==> config.mk <==
export PLATFORM = sky130hd
export DESIGN_NAME = ohc9_accum_ctrl_flat
export DESIGN_NICKNAME = d
export VERILOG_FILES = /design/src/rtl/ohc9_accum_ctrl_pkg.sv /design/src/rtl/ohc9_accum_ctrl_if.sv /design/src/rtl/ohc9_accum_ctrl_rotate.sv /design/src/rtl/ohc9_accum_ctrl.sv /design/src/flat_wrapper.sv
export SDC_FILE = /design/constraint.sdc
export NUM_CORES = 1
export LEC_CHECK = 0
export ABC_AREA = 0
export BUFFER_PORTS_ARGS = -buffer_cell sky130_fd_sc_hd__buf_4
export CAP_MARGIN = 10
export CORE_MARGIN = 2
export CORE_UTILIZATION = 59
export DETAILED_ROUTE_END_ITERATION = 16
export GPL_TIMING_DRIVEN = 0
export PLACE_DENSITY = 0.82
export SLEW_MARGIN = 25
export SYNTH_ARGS = -nofsm -noshare
export SYNTH_HDL_FRONTEND = slang
export SYNTH_SLANG_ARGS = --single-unit
==> constraint.sdc <==
create_clock -name clk -period 3.2 [get_ports clk]
set_input_delay 0.64 -clock clk [delete_from_list [all_inputs] [get_ports clk]]
set_output_delay 0.64 -clock clk [all_outputs]
set_load 0.005 [all_outputs]
==> src/rtl/ohc9_accum_ctrl_pkg.sv <==
// Shared constants, FSM state type and residue helpers for the mod-9 one-hot accumulator.
// Residue 0 is bit 0 of the one-hot code; the code is never all-zero.
package ohc9_pkg;

  localparam int         MOD      = 9;
  localparam logic [8:0] OHC_ZERO = 9'b000000001;

  typedef enum logic [1:0] {
    IDLE  = 2'd0,
    ACCUM = 2'd1,
    DONE  = 2'd2
  } state_t;

  // Operands arrive as 0..15; 9..15 fold once to 0..6.
  function automatic logic [3:0] bin_mod9(input logic [3:0] v);
    logic [3:0] r;
    r = (v >= 4'(MOD)) ? (v - 4'(MOD)) : v;
    return r;
  endfunction

  function automatic logic [3:0] ohc2bin(input logic [8:0] ohc);
    logic [3:0] r;
    r = '0;
    for (int k = 0; k < MOD; k++) begin
      if (ohc[k]) r = 4'(k);
    end
    return r;
  endfunction

endpackage

==> src/rtl/ohc9_accum_ctrl_if.sv <==
// Operand stream, result handshake and status of the mod-9 accumulator.
// master = operand producer / result consumer, slave = the accumulator.
interface ohc9_accum_ctrl_if #(
  parameter int LEN_W = 8
);
  logic             start;
  logic [LEN_W-1:0] len;
  logic             in_valid;
  logic             in_ready;
  logic [3:0]       in_data;
  logic             out_valid;
  logic             out_ready;
  logic [8:0]       res_ohc;
  logic [3:0]       res_bin;
  logic             busy;

  modport master (
    output start, len, in_valid, in_data, out_ready,
    input  in_ready, out_valid, res_ohc, res_bin, busy
  );

  modport slave (
    input  start, len, in_valid, in_data, out_ready,
    output in_ready, out_valid, res_ohc, res_bin, busy
  );
endinterface

==> src/rtl/ohc9_accum_ctrl_rotate.sv <==
// Combinational 9-bit circular left rotate; a one-hot residue add by amt (0..8).
// Zero latency; no handshake.
module ohc9_rotate (
  input  logic [8:0] i_ohc,
  input  logic [3:0] i_amt,
  output logic [8:0] o_ohc
);

  logic [17:0] w_dbl;

  // Shifting a doubled copy lets the upper half pick up the wrapped bits.
  assign w_dbl = {i_ohc, i_ohc} << i_amt;
  assign o_ohc = w_dbl[17:9];

endmodule

==> src/rtl/ohc9_accum_ctrl.sv <==
// Batch sequencer: sums a stream of operands mod 9 in one-hot form, returns OHC + binary residue.
// Result valid the cycle after the last accepted beat; held until out_ready.
module ohc9_accum_ctrl
  import ohc9_pkg::*;
#(
  parameter int LEN_W = 8
) (
  input  logic              clk,
  input  logic              rst,
  ohc9_accum_ctrl_if.slave  bus
);

  state_t           r_state;
  logic [8:0]       r_acc;
  logic [LEN_W-1:0] r_count;
  logic             r_in_ready;
  logic             r_out_valid;
  logic [8:0]       r_res_ohc;
  logic [3:0]       r_res_bin;
  logic             r_busy;

  logic             w_beat;
  logic [3:0]       w_amt;
  logic [8:0]       w_rot;

  assign w_beat = bus.in_valid & r_in_ready;
  assign w_amt  = bin_mod9(bus.in_data);

  ohc9_rotate u_rotate (
    .i_ohc (r_acc),
    .i_amt (w_amt),
    .o_ohc (w_rot)
  );

  always_ff @(posedge clk or posedge rst) begin
    if (rst) begin
      r_state     <= IDLE;
      r_acc       <= OHC_ZERO;
      r_count     <= '0;
      r_in_ready  <= 1'b0;
      r_out_valid <= 1'b0;
      r_res_ohc   <= OHC_ZERO;
      r_res_bin   <= 4'd0;
      r_busy      <= 1'b0;
    end else begin
      case (r_state)
        IDLE: begin
          if (bus.start) begin
            r_acc   <= OHC_ZERO;
            r_count <= bus.len;
            r_busy  <= 1'b1;
            if (bus.len != '0) begin
              r_state    <= ACCUM;
              r_in_ready <= 1'b1;
            end else begin
              // Empty batch: publish residue 0 without opening the operand port.
              r_state     <= DONE;
              r_out_valid <= 1'b1;
              r_res_ohc   <= OHC_ZERO;
              r_res_bin   <= 4'd0;
            end
          end
        end

        ACCUM: begin
          if (w_beat) begin
            r_acc   <= w_rot;
            r_count <= r_count - 1'b1;
            if (r_count == LEN_W'(1)) begin
              r_state     <= DONE;
              r_in_ready  <= 1'b0;
              r_out_valid <= 1'b1;
              r_res_ohc   <= w_rot;
              r_res_bin   <= ohc2bin(w_rot);
            end
          end
        end

        DONE: begin
          if (bus.out_ready) begin
            r_state     <= IDLE;
            r_out_valid <= 1'b0;
            r_busy      <= 1'b0;
          end
        end

        default: begin
          r_state     <= IDLE;
          r_in_ready  <= 1'b0;
          r_out_valid <= 1'b0;
          r_busy      <= 1'b0;
        end
      endcase
    end
  end

  assign bus.in_ready  = r_in_ready;
  assign bus.out_valid = r_out_valid;
  assign bus.res_ohc   = r_res_ohc;
  assign bus.res_bin   = r_res_bin;
  assign bus.busy      = r_busy;

endmodule

==> src/flat_wrapper.sv <==
// flat-port wrapper written by rule: the top's interface ports become plain ports
module ohc9_accum_ctrl_flat import ohc9_pkg::*;
#(
  parameter int LEN_W = 8
)
  (clk, rst, bus_start, bus_len, bus_in_valid, bus_in_data, bus_out_ready, bus_in_ready, bus_out_valid, bus_res_ohc, bus_res_bin, bus_busy);
  ohc9_accum_ctrl_if #(.LEN_W(LEN_W)) bus_i ();
  input  logic clk;
  input  logic rst;
  input wire logic [$bits(bus_i.start)-1:0] bus_start;
  input wire logic [$bits(bus_i.len)-1:0] bus_len;
  input wire logic [$bits(bus_i.in_valid)-1:0] bus_in_valid;
  input wire logic [$bits(bus_i.in_data)-1:0] bus_in_data;
  input wire logic [$bits(bus_i.out_ready)-1:0] bus_out_ready;
  output wire logic [$bits(bus_i.in_ready)-1:0] bus_in_ready;
  output wire logic [$bits(bus_i.out_valid)-1:0] bus_out_valid;
  output wire logic [$bits(bus_i.res_ohc)-1:0] bus_res_ohc;
  output wire logic [$bits(bus_i.res_bin)-1:0] bus_res_bin;
  output wire logic [$bits(bus_i.busy)-1:0] bus_busy;
  assign bus_i.start = bus_start;
  assign bus_i.len = bus_len;
  assign bus_i.in_valid = bus_in_valid;
  assign bus_i.in_data = bus_in_data;
  assign bus_i.out_ready = bus_out_ready;
  assign bus_in_ready = bus_i.in_ready;
  assign bus_out_valid = bus_i.out_valid;
  assign bus_res_ohc = bus_i.res_ohc;
  assign bus_res_bin = bus_i.res_bin;
  assign bus_busy = bus_i.busy;
  ohc9_accum_ctrl #(.LEN_W(LEN_W)) u_core (.clk(clk), .rst(rst), .bus(bus_i));
endmodule
==> results of run 1 <==
## worst max-delay path: stages
cell and delay (ns):
buf_6 0.09, clkinvlp_4 0.15, ha_4 0.21, or3b_4 0.43, buf_4 0.16, a211oi_1 0.37
o21ai_0 0.17, o2111ai_1 0.25, a21oi_1 0.19, a211oi_4 0.36, and2_4 0.21, mux2_2 0.14
## through the flow
stage / utilization [%] / cell area [µm²] / hold WS (ns)
final: 73.7 / 3210 / 0.470
after global routing: 73.7 / 3210 / 0.483
after CTS: 71.5 / 3110 / 0.472
after detailed placement: 68.9 / 3000 / 0.460
after global placement: 68.9 / 3000 / 0.458
after floorplan: - / 2700 / 0.454
## registers in the layout (all words and copies together) (netlist names)
| register | cells |
|---|---|
| u_core.bus.res_ohc | 9 |
| u_core.r_acc | 9 |
| u_core.r_count | 8 |
| u_core.bus.res_bin | 3 |
| u_core.r_state | 2 |
| u_core.bus.busy | 1 |
| u_core.bus.in_ready | 1 |
| u_core.bus.out_valid | 1 |
## layer usage
metal,GRT usage (%),vias to the layer above,routed length (µm)
met5,0,-,0
met1,39.6,1305,3060
met4,12.6,0,204
li1,-,1253,-
met3,5.20,30,562
met2,45.8,165,3560
## layout by cell type, fill, tap and decap left out, drive strengths merged, types with 9 or more instances in the layout
| master | n |
|---|---|
| nand3 | 9 |
| nand2 | 35 |
| nor2 | 29 |
| mux2i | 9 |
| nand2b | 9 |
| mux2 | 11 |
| dfrtp | 32 |
| clkbuf | 15 |
| nor3 | 11 |
| a211oi | 9 |
| buf | 49 |
| a21oi | 17 |
| o21ai | 34 |
## how the worst max path moves through the flow
stage               slack [ns]           start                    end  cells after the start
floorplan                0.007  bus_in_data[0]        u_core.r_acc[5]                     12
global placement         -0.43  bus_in_data[0]  u_core.bus.res_bin[0]                     13
detailed placement       -0.43  bus_in_data[0]  u_core.bus.res_bin[0]                     13
CTS                     -0.004  bus_in_data[0]  u_core.bus.res_ohc[6]                     13
global route             -0.09  bus_in_data[1]        u_core.r_acc[5]                     11
finish                    0.03  bus_in_data[1]        u_core.r_acc[5]                     12
## power breakdown
group          leakage (nW)  internal, mW  switching [mW]
registers             0.434         0.623           0.197
logic                 0.874         0.579           0.774
clock network        0.0472         0.173           0.163
total                  1.36          1.38            1.13
## kinds of logic (layout without fill, tap and decap cells)
family                   count (synthesis)  count (layout)
buffers and inverters                   29              73
XOR/XNOR                                 1               1
AND/OR/NAND/NOR                        115             115
flip-flops                              34              34
adder cells (fa/ha/maj)                  4               4
multiplexers                            22              22
AO/OA/AOI/OAI                          108             108
## area by class of cell
cell class                      count  area [µm²]  area share, %
Sequential cell                    34         853           26.6
Clock buffer                        6        82.6           2.57
Multi-Input combinational cell    250        1750           54.5
Inverter                            7        42.5           1.33
Clock inverter                      2        12.5          0.390
Tap cell                           52        65.1           2.03
Timing Repair Buffer               38         289           9.00
Buffer                             20         116           3.62
## what timing repair did
item                       4_1_cts  5_1_grt
pin swaps                        1       11
setup endpoints to repair        5        9
resized for setup                2       15
setup buffers                    0        7
==> results by stage, run 1 <==
Finish:
- The total number of nets in the final design is 377.
- The filler cells instantiated in the layout total 322.
- The relative area change from synthesis to final layout is 19.9%.
- 0 antenna diodes ended up in the layout.
- The filler-free cell count of the finished design is 409.
- In the final layout, the share of cells above drive strength 1 is 28.3%.

Floorplanning:
- After floorplanning, the core was sized to cover 4350 µm².
- The number of top-level pins is 33.
- The starting density of the core is 61.5%.
- The floorplan has 24 rows.
- The die area is 5090 µm².
- The x dimension of the die is 71.4 µm.
- The chip height is 71.4 µm.

Logic synthesis:
- Each instance of the synthesized netlist takes up on average 8.55 µm².
- In this run the cell area of the synthesized design comes to 2680 µm².
- By count the netlist is led by nand2_1, dfrtp_1, o21ai_0, nor2_1, a21oi_1.
- dfrtp_1 takes more of the synthesized area than any other cell.
- The post-synth net total is 334.
- After Yosys synthesis, and, or, nand and nor cells account for 21.4% of the synthesized area.
- The fraction of registers with async set or reset after synthesis is 100%.
- The combinational family with the most area after synthesis is compound AO/OA/AOI/OAI gates.
- Sequential elements use 31.9% of the synthesized area.
- Measured against the total synthesized area, the mux share comes to 9.81%.
- By area the synthesized netlist is led by dfrtp_1, o21ai_0, nand2_1.
- After synthesis, the netlist uses 66 different library cells.
- The synthesis warning total is 0.
- The synthesized-area fraction occupied by ao, oa, aoi and oai cells is 28.3%.
- The share of the synthesized area in the top cell type is 29.9%.
- The number of flops mapped to enable cells by yosys is 0.
- The register bit count reported by yosys is 34.
- The adder-cell share of the synthesized area is 1.87%.
- The most repeated cell in the gate-level netlist after synthesis is nand2_1.
- The instance count of the mapped netlist is 313.
- For this run, the leading register cell type out of synthesis is dfrtp_1.
- The xor/xnor cell area share of the yosys netlist is 1.03%.

Global route:
- The total grt overflow is 0.
- The number of antenna violations at the first check in global routing is 0.
- The wire length of the first global-routing pass is 11700 µm.
- The via count of the first global-routing pass is 2476.
- Entering global routing, the biggest net connects 35 pins.
- Across every metal layer, demand over resource in global routing totals 29.1%.

Placed design:
- The routability congestion estimate is 0.978.
- The worst-case setup slack after placement is -0.432 ns.
- The count of buffers inserted at the top-level ports is 31.
- Detailed placement finished with a half-perimeter wire length of 5240 µm.
- The total instance count after detailed placement is 396.

Critical path:
- Data on the critical path is required at its endpoint by 3.42 ns.
- The destination of the worst register-to-register timing path is u_core.bus.res_ohc[3].
- The number of cells on the worst reg-to-reg path is 10.
- The category of the worst setup path capture point is a flop.
- In this run the register-to-register setup slack is 0.61 ns.
- The worst register-to-register path begins at u_core.r_count[2].
- Data arrives at the worst endpoint at 3.39 ns.
- The setup path with the least slack is of type input pin to flop.
- The worst setup path is launched from an input pin.
- The top fanout value on the critical path is 4.

Timing:
- The max-slew violation count is 0.
- Once routing completed, OpenROAD measured the worst setup slack at 0.0339 ns.
- The transition at the pin with the smallest max-transition slack is 0.814 ns.
- The smallest clock period supported by the final layout is computed as 3.17 ns.
- The maximum clock frequency is 316 MHz.
- Adding up every negative setup slack in the final design gives 0 ns.
- The total setup violations reported at the end of the flow is 0.
- The setup clock skew after layout is 0.00973 ns.
- The headroom to the max-slew limit is 44.2%.
- The period utilization is 98.9%.
- The count of endpoints failing hold in the final timing report is 0.

Route:
- Once detail routing completed, the nets flagged for antenna violations numbered 0.
- In the final routed layout, each cell accounts on average for 18.1 µm.
- Summing over every cut layer, the via total after detailed routing is 2753.
- The number of design rule violations left after detail routing is 0.
- The first detailed-routing pass took 5 iterations.
- For this block, the initial DRC count from the detailed router was 363.
- Dividing the detail-routed via count by the number of cells gives 6.73.
- The total length of routed wires is 7390 µm.

Power:
- The total power is 2.51 mW.
- The power per standard cell area is 782 nW/µm².
- The worst-case IR drop observed on VDD is 0.000587 V.
- The analysis attributes to cell leakage a power of 1.36 nW.

CTS:
- The cts-stage hold buffer count is 0.
- Clock-pin slew was measured on the worst setup and hold paths at 0.07 ns.
- The number of clock buffers added by TritonCTS is 5.
- Clock tree synthesis found a total of 34 sinks.
- The buffer cell driving the clock tree root is clkbuf_8.
- At the later pin of the worst-skew pair, clock insertion delay measures 0.29 ns.
- TritonCTS built the clock tree.
- The H-tree depth is 2.
- The maximum clock path buffer count is 2.

Job:
- The number of maximum-capacitance constraint violations is 0.

Run status:
- The flow ran to the end, and the final reports show no timing, DRC or antenna violations.

Hold path:
- The path class of the lowest-slack min-delay path is input pin to asynchronous set/reset pin.
Note: power is estimated with default switching activity, not from simulation.
==> run 2, diff against run 1 <==
--- a/config.mk
+++ b/config.mk
@@ -6,7 +6,7 @@
 export NUM_CORES = 1
 export LEC_CHECK = 0
 export ABC_AREA = 0
-export BUFFER_PORTS_ARGS = -buffer_cell sky130_fd_sc_hd__buf_4
+export BUFFER_PORTS_ARGS = -buffer_cell sky130_fd_sc_hd__buf_2
 export CAP_MARGIN = 10
 export CORE_MARGIN = 2
 export CORE_UTILIZATION = 59
==> run 2 against run 1 <==
  * Sequential share of layout area up 0.41 points
  * Power rose by 0.56%
  * Clock skew increased by 0.0012 ns
  * Register-to-register slack worse by 0.02 ns
  * Largest power group unchanged
==> results by stage, run 2 (same netlist as run 1, synthesis figures left out) <==
Run status:
- The flow ran to the end, and the final reports show no timing, DRC or antenna violations.

Route:
- The remaining number of nets flagged by the antenna check after routing is 0 (unchanged).
- The average vias per placed instance came to 6.52 (-3.1%).
- The iteration count of the initial detailed-routing pass is 5 (unchanged).
- The number of design rule violations left after detail routing came to 0 (unchanged).
- The number of DRC markers in iteration 0 came to 309 (-15%).
- The average wire per cell in the routed design was 17.1 µm (-5.6%).
- The number of vias after detailed routing is 2686 (-2.4%).
- The total length of routed wires came to 7030 µm (-4.9%).

Power:
- The leakage power summed over all cells is 1.36 nW (+0.58%).
- The maximum resistive drop on vdd is 0.000616 V (+4.9%).
- The internal cell power is 1.42 mW (+3.2%).
- The net switching fraction of the power is 43.7% (-1.4 points).
- The combinational share of power is 51.7% (-2.2 points).
- The share of power burned in the clock network was 16.1% (+2.7 points).
- The switching power of the nets is 1.10 mW (-2.7%).
- The total power is 2.52 mW (+0.56%).
- The power per standard cell area was 798 nW/µm² (+2.1%).
- The portion of total power attributed to sequential cells came to 32.2% (-0.5 points).

CTS:
- The later-pin clock latency in the skew report was 0.29 ns (about the same).
- The maximum clock path buffer count is 2 (unchanged).
- The clock net sink count is 34 (unchanged).
- The buffer cell driving the clock tree root is clkbuf_8.
- The H-tree depth is 2 (unchanged).
- The TritonCTS clock tree is built.
- The cts-stage hold buffer count came to 0 (unchanged).
- The clock transition time at the flip-flop clock pins of the worst setup and hold paths is 0.07 ns (about the same).
- The number of buffers added by the clock tree synthesis step was 5 (unchanged).

Job:
- The number of maximum-capacitance constraint violations was 0 (unchanged).

Finish:
- In the layout the commonest cells are buf_2, nand2_1, dfrtp_1.
- The number of antenna diodes is 0 (unchanged).
- The most common cell after layout, fill and taps aside is buf_2.
- The share of post-route cells with drive strength above 1 is 28.6% (+0.32 points).
- The area of all placed cells without fillers came to 3160 µm² (-1.5%).
- The core utilization of the finished layout is 72.6% (-1.1 points).
- The filler-free cell count of the finished design was 412 (+0.73%).
- The relative area change from synthesis to final layout is 18.1%.
- The total number of nets in the final design came to 380 (+0.80%).

Placed design:
- The routability congestion estimate is 0.968 (-1.0%).
- The count of buffers inserted at the top-level ports is 31 (unchanged).
- The area of placed instances is 2920 µm² (-2.6%).
- The worst-case setup slack after placement is -0.436 ns (-0.00460 ns).
- The total instance count after detailed placement is 396 (unchanged).
- The post-detailed-placement half-perimeter wirelength is 4990 µm (-4.7%).

Critical path:
- The category of the worst setup path capture point is a flop.
- The top fanout value on the critical path was 5 (+1).
- The logic depth of the worst register-to-register path is 10 (unchanged).
- The required time at the endpoint of the critical path came to 3.38 ns (-0.04 ns).
- The worst setup path is launched from an input pin.
- In this run the critical register-to-register path is launched from u_core.r_count[2].
- The reg2reg setup slack is 0.59 ns (-0.02 ns).
- In this run the critical register-to-register path is captured at u_core.bus.res_ohc[4].
- The startpoint-to-endpoint class of the critical path is input pin to flop.
- The arrival time at the worst endpoint came to 3.34 ns (-0.05 ns).

Floorplanning:
- The count of standard-cell rows is 24 (unchanged).
- The number of top-level pins came to 33 (unchanged).
- The chip height came to 71.4 µm (unchanged).
- The placeable core region was 4350 µm² (unchanged).
- The starting density of the core is 61.5% (unchanged).
- The x dimension of the die is 71.4 µm (unchanged).
- The die area came to 5090 µm² (unchanged).

Timing:
- The setup clock skew after layout is 0.0109 ns (+0.00120 ns).
- The maximum clock frequency came to 316 MHz (about the same).
- The period utilization came to 99.0% (about the same).
- The max-slew violation count is 0 (unchanged).
- The minimum clock period after layout is 3.17 ns (+0.000944 ns).
- The total negative setup slack is 0 ns (unchanged).
- The least setup slack across all paths after layout is 0.0329 ns (-0.000944 ns).
- The total setup violations reported at the end of the flow is 0 (unchanged).
- The count of endpoints failing hold in the final timing report is 0 (unchanged).
- The transition at the pin with the smallest max-transition slack is 0.778 ns (-0.0360 ns).
- The headroom to the max-slew limit is 46.7% (+2.5 points).
- The worst-case hold slack is 0.458 ns (-0.0119 ns).

Hold path:
- The path class of the lowest-slack min-delay path is input pin to asynchronous set/reset pin.

Global route:
- The peak-usage layer in the global routing report is met2.
- The met1 demand-to-capacity share in global routing is 38.8% (-0.76 points).
- The via count of the first global-routing pass is 2389 (-3.5%).
- The maximum number of pins on one net before global-route repair is 35 (unchanged).
- The global routing usage summed across all routing layers is 28.4% (-0.66 points).
- The total grt overflow is 0 (unchanged).
- The wire length of the first global-routing pass is 11500 µm (-1.7%).
- The met3 usage came to 4.64% (-0.56 points).
- The number of antenna violations at the first check in global routing was 0 (unchanged).
- The met2 usage was 46.5% (+0.72 points).
==> run 2: final cells by class <==
class	count	area (µm²)
well taps	52	65.1
plain buffers	21	131
multi-input cells	250	1730
clock inverters	1	30.0
repair buffers	40	223
fillers	340	1190
inverters	7	38.8
clock buffers	7	86.3
flip-flops and latches	34	853
==> run 2: worst max-delay path, cell delays in order <==
cell and delay [ns]:
buf_2 0.12, buf_12 0.13, clkinv_8 0.05, ha_4 0.12, or3b_4 0.41, and2_4 0.16
buf_8 0.13, xnor2_4 0.19, mux4_2 0.63, nor3_4 0.25, a211oi_4 0.08, and2_4 0.17
mux2_2 0.26
==> run 2: worst max-delay path by stage <==
| stage | startpoint | endpoint | slack (ns) | cells past startpoint |
|---|---|---|---|---|
| after floorplan | bus_in_data[0] | u_core.r_acc[5] | 0.007 | 12 |
| after global placement | bus_in_data[1] | u_core.bus.res_bin[0] | -0.42 | 12 |
| after detailed placement | bus_in_data[0] | u_core.bus.res_bin[0] | -0.44 | 13 |
| after CTS | bus_in_data[0] | u_core.bus.res_ohc[6] | -0.006 | 13 |
| after global routing | bus_in_data[0] | u_core.bus.res_ohc[5] | -0.03 | 13 |
| final | bus_in_data[0] | u_core.r_acc[5] | 0.03 | 13 |
==> run 2: what timing repair did <==
item | in CTS | in global routing
gates resized for setup | 2 | 11
pin swaps | 1 | 7
setup buffers | 0 | 9
setup endpoints to repair | 4 | 9
gates cloned | 0 | 0
==> run 2: power by group through the flow <==
stage	Clock [mW]	Sequential (mW)	Combinational, mW
global route	0.422	0.835	1.45
finish	0.406	0.812	1.31
CTS	0.406	0.804	1.25
detailed placement	0	0.811	1.22
global placement	0	0.806	1.19
floorplan	0	0.765	0.903
==> run 2: layer usage <==
layer	wire, µm	part of all wire [%]	vias up
met2	3340	48	137
met3	507	7.2	21
met5	0	0	-
met4	174	2.5	0
li1	-	-	1252
met1	3000	43	1276
==> run 3, diff against run 2 <==
--- a/config.mk
+++ b/config.mk
@@ -5,14 +5,14 @@
 export SDC_FILE = /design/constraint.sdc
 export NUM_CORES = 1
 export LEC_CHECK = 0
-export ABC_AREA = 0
+export ABC_AREA = 1
 export BUFFER_PORTS_ARGS = -buffer_cell sky130_fd_sc_hd__buf_2
 export CAP_MARGIN = 10
 export CORE_MARGIN = 2
-export CORE_UTILIZATION = 59
+export CORE_UTILIZATION = 57
 export DETAILED_ROUTE_END_ITERATION = 16
 export GPL_TIMING_DRIVEN = 0
-export PLACE_DENSITY = 0.82
+export PLACE_DENSITY = 0.8
 export SLEW_MARGIN = 25
 export SYNTH_ARGS = -nofsm -noshare
 export SYNTH_HDL_FRONTEND = slang
==> run 3 against run 2 <==
  * Clock skew shrank 0.0030 ns
  * Worst hold slack gained 0.0031 ns
  * First-iteration DRC count shrank 27%
  * Setup slack gained 0.76 ns
  * Final area shrank 17%
  * Largest power group is now sequential cells
  * Clock-buffer cell count grew 1
==> results by stage, run 3 <==
Finish:
- The filler-free cell count of the finished design is 430 (+4.4%).
- The register cell area after layout came to 853 µm² (unchanged).
- The total number of nets in the final design is 400 (+5.3%).
- The number of antenna diodes is 0 (unchanged).
- The library cells used most frequently in the layout, excluding fill and tap cells, are nand2_1, nand3_1, inv_1.
- The area of combinational cells with multiple inputs is 1260 µm² (-27%).
- The number of filler instances in the final layout is 361 (+6.2%).
- The most common cell after layout, fill and taps aside is nand2_1.
- From synthesis to final layout, the design area changed by 13.1%.
- The share of post-route cells with drive strength above 1 is 16.8% (-12 points).

Logic synthesis:
- The multiplexer area fraction after synthesis is 0.486% (-9.3 points).
- The adder-cell share of the synthesized area was 2.16% (+0.29 points).
- The post-synth net total is 361 (+8.1%).
- The post-synthesis share of cell area spent on and, or, nand and nor gates is 37.2% (+16 points).
- Summed over all instances, the cell type with the most area after synthesis is dfrtp_1.
- The instance count of the mapped netlist is 340 (+8.6%).
- The cell area after technology mapping came to 2320 µm² (-14%).
- In the post-synthesis netlist, the cell with the most instances is nand2_1.
- The number of distinct library cell variants in the gate-level netlist after synthesis is 36 (-45%).
- The proportion of synthesized chip area in sequential cells is 36.8% (+5.0 points).
- The average size of a mapped cell is 6.81 µm² (-20%).
- After synthesis, the largest family of logic cells by area is simple AND/OR/NAND/NOR gates.
- After synthesis, the most frequently instantiated cells are nand2_1, nand3_1, inv_1, o21ai_0, dfrtp_1.
- The xor/xnor cell area share of the yosys netlist was 1.51% (+0.48 points).
- The register bit count reported by yosys is 34 (unchanged).
- The predominant post-synthesis flop cell is dfrtp_1.
- The number of flops mapped to enable cells by yosys is 0 (unchanged).
- The synthesized-area fraction occupied by ao, oa, aoi and oai cells is 13.2% (-15 points).
- Yosys attributes the largest share of cell area to dfrtp_1, nand2_1, nand3_1.
- The synthesis warning total is 0 (unchanged).
- The fraction of registers with async set or reset after synthesis is 100% (unchanged).
- The share of the synthesized area in the top cell type is 34.6% (+4.7 points).

Job:
- The number of maximum-capacitance constraint violations is 0 (unchanged).

CTS:
- TritonCTS built the clock tree.
- The later-pin clock latency in the skew report is 0.28 ns (about the same).
- The number of buffers added by the clock tree synthesis step is 5 (unchanged).
- The clock net sink count is 34 (unchanged).
- The cts-stage hold buffer count is 0 (unchanged).
- The post-cts repair resize count is 0 (-2).
- The buffers inserted during post-CTS setup optimization came to 0 (unchanged).
- The H-tree depth was 2 (unchanged).
- The maximum clock path buffer count is 2 (unchanged).
- Clock tree synthesis selected as its root buffer the cell clkbuf_8.
- The clock transition time at the flip-flop clock pins of the worst setup and hold paths was 0.07 ns (about the same).

Critical path:
- The required time at the endpoint of the critical path is 3.38 ns (about the same).
- The top fanout value on the critical path came to 10 (+5).
- The cell family with the largest share of critical-path delay is simple AND/OR/NAND/NOR gates.
- The number of buffers and inverters on the critical path is 2 (-2).
- The worst reg2reg path startpoint is u_core.r_state[1].
- The most frequent cell on the critical path is nand2_1.
- The endpoint identified for the worst register-to-register timing path is u_core.bus.res_ohc[0].
- The longest individual stage delay on the worst path is 0.26 ns (-0.37 ns).
- For this design, the slowest cell found on the critical path is o21ai_1.
- The startpoint-to-endpoint class of the critical path is input pin to flop.
- The arrival time at the worst endpoint is 2.59 ns (-0.75 ns).
- The logic depth of the worst register-to-register path came to 8 (-2).
- The category of the worst setup path capture point is a flop.
- The worst setup path is launched from an input pin.
- The reg2reg setup slack is 1.17 ns (+0.58 ns).
- The signal on the critical path passes through buf_2, inv_2, ha_1, nand3_2, nand2_4, nand2_2, nand2_4, nand3_1, nand3_1, nand2_1, o21ai_1, nor2_1, nand2_1, nand2_1, nand2_1, nand2_1.

Route:
- The iteration count of the initial detailed-routing pass came to 5 (unchanged).
- The remaining number of nets flagged by the antenna check after routing was 0 (unchanged).
- The number of DRC markers in iteration 0 is 225 (-27%).
- The average vias per placed instance came to 5.41 (-17%).
- The total length of routed wires is 5380 µm (-23%).
- The number of vias after detailed routing was 2327 (-13%).
- The average wire per cell in the routed design is 12.5 µm (-27%).
- The number of design rule violations left after detail routing is 0 (unchanged).

Global route:
- The wire length of the first global-routing pass was 8960 µm (-22%).
- The via count of the first global-routing pass was 1963 (-18%).
- The met2 usage is 41.5% (-5.0 points).
- The maximum number of pins on one net before global-route repair is 35 (unchanged).
- The met1 demand-to-capacity share in global routing came to 35.4% (-3.4 points).
- The global routing usage summed across all routing layers is 26.1% (-2.4 points).
- met2 is the most crowded layer.
- The number of antenna violations at the first check in global routing is 0 (unchanged).
- The met3 usage is 5.17% (+0.53 points).
- The total grt overflow came to 0 (unchanged).

Timing:
- The period utilization is 75.3% (-24 points).
- Setup repair after global routing left no endpoint under its margin.
- The total negative setup slack was 0 ns (unchanged).
- The total setup violations reported at the end of the flow is 0 (unchanged).
- The count of endpoints failing hold in the final timing report was 0 (unchanged).
- The max-slew violation count was 0 (unchanged).
- The minimum clock period after layout is 2.41 ns (-0.758 ns).
- The maximum clock frequency was 415 MHz (+31%).
- The setup clock skew after layout is 0.00789 ns (-0.00305 ns).
- The worst-case hold slack was 0.461 ns (+0.00312 ns).
- The headroom to the max-slew limit is 52.9% (+6.2 points).
- The transition at the pin with the smallest max-transition slack is 0.705 ns (-0.0725 ns).

Floorplanning:
- The count of standard-cell rows came to 23 (-4.2%).
- The placeable core region is 3940 µm² (-9.5%).
- The number of top-level pins was 33 (unchanged).
- The die area is 4590 µm² (-9.9%).
- The starting density of the core is 58.7% (-2.8 points).
- The chip height is 67.7 µm (-5.1%).
- The x dimension of the die is 67.7 µm (-5.1%).

Power:
- The switching power of the nets is 0.270 mW (-76%).
- The share of power burned in the clock network came to 33.3% (+17 points).
- The combinational share of power came to 19.4% (-32 points).
- The portion of total power attributed to sequential cells is 47.3% (+15 points).
- The total power is 0.909 mW (-64%).
- The power per standard cell area is 347 nW/µm² (-57%).
- The maximum resistive drop on vdd is 0.000261 V (-58%).
- The leakage power summed over all cells is 1.41 nW (+3.3%).
- The net switching fraction of the power is 29.7% (-14 points).
- The internal cell power was 0.639 mW (-55%).

Placed design:
- The total instance count after detailed placement came to 422 (+6.6%).
- The post-detailed-placement half-perimeter wirelength is 4110 µm (-18%).
- The routability congestion estimate is 0.946 (-2.3%).
- The count of buffers inserted at the top-level ports is 32 (+3.2%).

Hold path:
- The min-delay analysis places its worst path in the category input pin to asynchronous set/reset pin.

Run status:
- The run finished with clean final reports.
-- run 3: changes by cell type in the layout (fill, tap and decap cells not counted), sizes merged, moves of 5 or more --
cell / change
nor2: -5
mux2i: -9
nand2b: -9
mux2: -10
a22oi: -7
o31ai: -5
o21ai: +8
inv: +35
nor3: -7
nand2: +79
nand3: +35
a211oi: -9
a21oi: -11
buf: -17
-- run 3: cell families after synthesis --
family	count (synthesis)
xor gates and xnor gates	4
and+or+nand+nor	191
buffers and inverters	50
adders and majority gates	4
DFF	34
AOI/OAI and AO/OA	56
muxes	1
-- run 3: power groups by stage --
stage	Sequential, mW	Combinational (mW)	Clock [mW]
6_report	0.430	0.176	0.303
3_5_place_dp	0.438	0.173	0
3_3_place_gp	0.438	0.171	0
4_1_cts	0.430	0.174	0.307
5_1_grt	0.430	0.199	0.326
2_1_floorplan	0.438	0.127	0
-- run 3: how the worst max path moves through the flow --
| stage | cells after the start | endpoint | from | slack, ns |
|---|---|---|---|---|
| 3_3_place_gp | 16 | u_core.bus.res_bin[1] | bus_in_data[0] | 0.60 |
| 2_1_floorplan | 19 | u_core.bus.res_bin[0] | bus_in_data[1] | 0.95 |
| 6_report | 16 | u_core.bus.res_bin[1] | bus_in_data[0] | 0.79 |
| 4_1_cts | 16 | u_core.bus.res_bin[1] | bus_in_data[0] | 0.86 |
| 3_5_place_dp | 16 | u_core.bus.res_bin[1] | bus_in_data[0] | 0.57 |
| 5_1_grt | 18 | u_core.bus.res_bin[1] | bus_in_data[1] | 0.66 |
-- run 3: metrics by stage --
| stage | utilization, % | setup WS (ns) | area, µm² |
|---|---|---|---|
| finish | 66.4 | 0.791 | 2620 |
| CTS | 66.4 | 0.858 | 2620 |
| floorplan | - | 0.949 | 2320 |
| global route | 66.4 | 0.656 | 2620 |
| detailed placement | 64.4 | 0.569 | 2540 |
| global placement | 64.4 | 0.598 | 2540 |
-- run 3: cell type report --
class,count,area share (%)
plain buffers,8,1.48
clock buffers,8,3.06
inverters,42,6.12
multi-input cells,256,48.3
flip-flops and latches,34,32.6
well taps,50,2.39
repair buffers,32,6.12
-- run 3: routing by layer --
metal | up-vias | routed length [µm] | share of wire (%)
met2 | 83 | 2570 | 48
met4 | 0 | 65 | 1.2
met1 | 1052 | 2440 | 45
met3 | 8 | 310 | 5.8
met5 | - | 0 | 0
li1 | 1184 | - | -
-- run 3: worst reg2reg max path: cells and delay by family (launching register included) --
kind	cells	cell delay [ns]
mux	1	0.32
simple gates	4	0.78
compound gates	1	0.12
flops	1	0.44
buf+inv	2	0.30
